==> src/rtl/scoreboard_ctrl.sv <==
// scoreboard_ctrl: dual-lane register-hazard scheduler with bypass select; `define SCOREBOARD_CMT_BYPASS_EN forwards CMT-stage results
module scoreboard_ctrl #(
  parameter int NUM_REGS = 32,
  parameter int ADDR_W = 5,
  parameter int CNT_W = 32
) (
  input  logic                   clk,
  input  logic                   rst_n,
  input  logic [1:0]             req_valid,
  input  logic [1:0]             req_wena,
  input  logic [1:0][ADDR_W-1:0] req_waddr,
  input  logic [1:0]             req_is_load,
  input  logic [3:0][ADDR_W-1:0] src_addr,
  input  logic                   flush,
  output logic [1:0]             issue_fire,
  output logic [3:0][2:0]        src_sel,
  output logic [3:0]             src_ready,
  output logic [ADDR_W:0]        inflight_cnt,
  output logic [CNT_W-1:0]       stall_cnt
);
`ifdef SCOREBOARD_CMT_BYPASS_EN
  localparam bit CMT_BYP = 1'b1;
`else
  localparam bit CMT_BYP = 1'b0;
`endif
  typedef enum logic [1:0] {NONE, EX, MEM, CMT} stage_t;
  stage_t stage_q [NUM_REGS];
  stage_t stage_d [NUM_REGS];
  logic [NUM_REGS-1:0] lane_q, lane_d, load_q, load_d;
  logic [ADDR_W:0] cnt_d;
  logic raw;
  for (genvar i = 0; i < 4; i++) begin : g_op
    stage_t st;
    logic ln, ld;
    assign st = src_addr[i] != '0 ? stage_q[src_addr[i]] : NONE;
    assign ln = lane_q[src_addr[i]];
    assign ld = load_q[src_addr[i]];
    assign src_ready[i] = !(st == EX && ld) && !(st == CMT && !CMT_BYP);
    assign src_sel[i] = st == EX && !ld ? 3'd1 + 3'(ln) :
                        st == MEM ? 3'd3 + 3'(ln) :
                        st == CMT && CMT_BYP ? 3'd5 + 3'(ln) : 3'd0;
  end
  // lane1 may not read what the older lane0 of the same pair is about to write
  assign raw = req_wena[0] && req_waddr[0] != '0 &&
               (src_addr[2] == req_waddr[0] || src_addr[3] == req_waddr[0]);
  assign issue_fire[0] = req_valid[0] && src_ready[0] && src_ready[1];
  assign issue_fire[1] = issue_fire[0] && req_valid[1] && src_ready[2] && src_ready[3] && !raw;
  // lane1 is applied after lane0 so the younger writer wins on a shared destination
  always_comb begin
    cnt_d = '0;
    for (int r = 0; r < NUM_REGS; r++) begin
      stage_d[r] = flush || stage_q[r] == CMT || stage_q[r] == NONE ? NONE : stage_t'(stage_q[r] + 2'd1);
      lane_d[r] = lane_q[r];
      load_d[r] = load_q[r];
      for (int l = 0; l < 2; l++)
        if (!flush && issue_fire[l] && req_wena[l] && req_waddr[l] != '0 && req_waddr[l] == ADDR_W'(r)) begin
          stage_d[r] = EX;
          lane_d[r] = l[0];
          load_d[r] = req_is_load[l];
        end
      cnt_d = cnt_d + (ADDR_W+1)'(stage_d[r] != NONE);
    end
  end
  always_ff @(posedge clk or negedge rst_n)
    if (!rst_n) begin
      for (int r = 0; r < NUM_REGS; r++) stage_q[r] <= NONE;
      lane_q <= '0;
      load_q <= '0;
      inflight_cnt <= '0;
      stall_cnt <= '0;
    end else begin
      stage_q <= stage_d;
      lane_q <= lane_d;
      load_q <= load_d;
      inflight_cnt <= cnt_d;
      if (req_valid[0] && !issue_fire[0] && stall_cnt != '1) stall_cnt <= stall_cnt + 1'b1;
    end
endmodule

==> config.mk <==
export PLATFORM = sky130hd
export DESIGN_NAME = scoreboard_ctrl
export DESIGN_NICKNAME = d
export VERILOG_FILES = /design/src/rtl/scoreboard_ctrl.sv
export SDC_FILE = /design/constraint.sdc
export NUM_CORES = 1
export LEC_CHECK = 0
export CAP_MARGIN = 5
export CORE_ASPECT_RATIO = 2
export CORE_MARGIN = 4
export CORE_UTILIZATION = 61
export CTS_BUF_LIST = sky130_fd_sc_hd__clkbuf_16
export DETAILED_ROUTE_END_ITERATION = 16
export PLACE_DENSITY = 0.84
export SYNTH_ARGS = -nofsm -noshare
export SYNTH_HDL_FRONTEND = slang
export SYNTH_SLANG_ARGS = --single-unit
export TNS_END_PERCENT = 1
==> constraint.sdc <==
create_clock -name clk -period 8 [get_ports clk]
set_input_delay 1.2 -clock clk [delete_from_list [all_inputs] [get_ports clk]]
set_output_delay 1.2 -clock clk [all_outputs]
set_load 0.02 [all_outputs]
==> results.ini <==
[critical_path]
critical_path.max_fanout = 8
critPathKind = in -> reg
worstRegToRegCells = 26
crit_arrival_ps = 8160
reg2reg_from = load_q[22]
reg2reg_slack_ps = 770
start_kind = primary input
r2r_end = inflight_cnt[5]
end_kind = flip-flop
crit_required_ps = 8360

[place]
routabilityCongestion = 1.13
place_hpwl_mm = 48.3
io_buffer_count = 94

[layout]
fin_nets = 1858
final_util_pct = 78.1
drive_above_1_share_pct = 28.3
syn_to_final_growth_pct = 26.0

[global_routing]
grt_use_total_pct = 49.7
first_global_vias = 14950
grt_pass1_wl_mm = 92.9
antenna_found_initial = 3
grt_max_degree = 94
overflow = 0

[timing]
holdWs_ps = 477
timing.final.crit_share_pct = 97.6
worst_pin_slew_ps = 1530
tns_ps = 0
fmax_mhz = 128
hold_viol = 0
setup_violations = 0
skew_ps = 11.4
slew_viol_final = 4
maxSlewHeadroom_pct = -2.99
post-route-min-period_ps = 7810

[routing]
drtIter0Drc = 1511
drc = 0
postRouteAntennaNets = 0
viasPerCell = 7.07
drt-total-wl_mm = 63.1
vias = 14290
firstDrtPassIters = 8
routedWlPerCell_um = 31.2

[synth]
synth.top_cell.area_share_pct = 28.8
synth_area_um2 = 14400
ys_seq_area_share_pct = 28.8
synth_edf_count = 0
synth_most_common_cell = dfrtp_1
postSynthAreaPerCell_um2 = 9.98
synthCells = 1443
async_flop_share_pct = 100
yosys-top-cells-count = dfrtp_1 (166), inv_1 (127), nand2_1 (127)
synth-main-ff-cell = dfrtp_1
ys_types = 71
yosys-top-cells-area = dfrtp_1 (29%), mux4_2 (13%), mux2i_1 (6.5%)
synth_top_area_cell = dfrtp_1
yosysWarnings = 0
syn_nets = 1578
ys_seq_elements = 166

[hold_path]
worstHoldStart = load_q[0]
holdCritPathClass = reg -> reg
hold_end = load_q[0]
hold_depth = 0

[power]
p_leak_nw = 8.76
p_total_mw = 2.50
power_density_nw_per_um2 = 138
ir_drop_uv = 179

[die]
die_w_um = 117
start_util_pct = 62.0
dieArea_um2 = 26300
num_rows = 79
ios = 95
core-area_um2 = 23200
die_y_um = 225

[status]
violations = capacitance limit, slew limit
status = complete, but fails checks

[cts]
ctsHoldBuffers = 0
root_buffer = clkbuf_16
cts_sinks = 166
cts_buffers = 17
clk_pin_slew_ps = 70
clk-insertion-delay-late_ps = 460
htreeDepth = 4
clockBufferDepth = 2
tritoncts = done

[flow_run]
drv_cap = 2

-- layout make-up --
class,instances,area [um^2]
Tap cell,283,354
Clock buffer,17,425
Sequential cell,166,4150
Antenna cell,2,5.00
Multi-Input combinational cell,1067,9530
Inverter,127,477
Timing Repair Buffer,344,3030
Fill cell,1526,5080
Clock inverter,15,169
-- what timing repair did --
| item | 4_1_cts | 5_1_grt |
|---|---|---|
| setup buffers | 8 | 13 |
| cloned | 0 | 1 |
| gates resized for setup | 26 | 36 |
| endpoints found under the setup margin | 5 | 5 |
| pin swaps | 10 | 20 |
-- cells in the final DEF, fill, tap and decap left out, types with 49 or more instances in the layout --
| cell | instances |
|---|---|
| dfrtp_1 | 166 |
| nand2_1 | 127 |
| o21ai_0 | 55 |
| mux4_2 | 84 |
| ha_1 | 71 |
| nor3_1 | 54 |
| mux2i_1 | 93 |
| clkdlybuf4s50_1 | 79 |
| buf_4 | 229 |
| nor2_1 | 49 |
| mux2_2 | 60 |
| inv_1 | 127 |
-- power breakdown --
| part | switching [mW] | internal (mW) |
|---|---|---|
| logic | 0.343 | 0.324 |
| clock network | 0.416 | 0.444 |
| registers | 0.0848 | 0.886 |
-- through the flow --
step | cells | area (um^2) | worst slack, ps
floorplan | 1443 | 14400 | 24.5
CTS | 2005 | 17900 | 0.539
detailed placement | 1965 | 17100 | -909
global route | 2019 | 18100 | -103
global placement | 1965 | 17100 | -871
finish | 2021 | 18100 | 192
-- worst max-delay path, cell delays in order --
cell	delay (ps)
clkdlybuf4s50_1	480
buf_6	140
mux4_2	300
o211ai_1	220
o31ai_2	130
o41ai_4	370
buf_4	210
o211ai_4	100
buf_6	150
nor4_4	160
buf_4	170
a21boi_1	60
buf_4	150
and2_1	140
fa_1	540
inv_1	60
fa_1	420
fa_1	570
fa_1	440
fa_1	570
inv_1	60
fa_1	540
inv_1	70
ha_1	300
a21o_1	150
a21oi_1	200
nor2b_1	70
o21a_1	160
-- metal layers --
| metal | up-vias | routed length, um | global-route usage, % | part of all wire, % |
|---|---|---|---|---|
| li1 | 5824 | - | - | - |
| met1 | 6889 | 17800 | 46.5 | 28 |
| met2 | 1064 | 30200 | 80.0 | 48 |
| met3 | 513 | 6060 | 16.6 | 9.6 |
| met4 | 0 | 8950 | 50.4 | 14 |
| met5 | - | 0 | 0 | 0 |
-- how the worst max path moves through the flow --
stage                       from               to  slack (ps)  cells past startpoint
finish              src_addr[13]  inflight_cnt[5]         190                     28
global route        src_addr[10]  inflight_cnt[4]        -100                     28
CTS                  src_addr[5]  inflight_cnt[4]         0.5                     29
detailed placement  src_addr[18]  inflight_cnt[4]        -910                     27
global placement    src_addr[16]  inflight_cnt[4]        -870                     28
floorplan           src_addr[12]  inflight_cnt[4]          20                     25
-- registers in the layout (all words and copies together) (netlist names) --
register and flops:
stage_q 64, lane_q 32, load_q 32, stall_cnt 32, inflight_cnt 6
-- cell families (layout without fill, tap and decap cells) --
group,count (synthesis),in the layout,synth area share [%]
XOR/XNOR,44,44,2.68
multiplexers,241,241,24.8
AND/OR/NAND/NOR,456,456,16.7
adder cells (fa/ha/maj),96,96,9.59
other,0,2,0
flip-flops,166,166,28.8
buffers and inverters,210,503,6.20
AO/OA/AOI/OAI,230,230,11.2
Power figures use the tool's default switching activity.
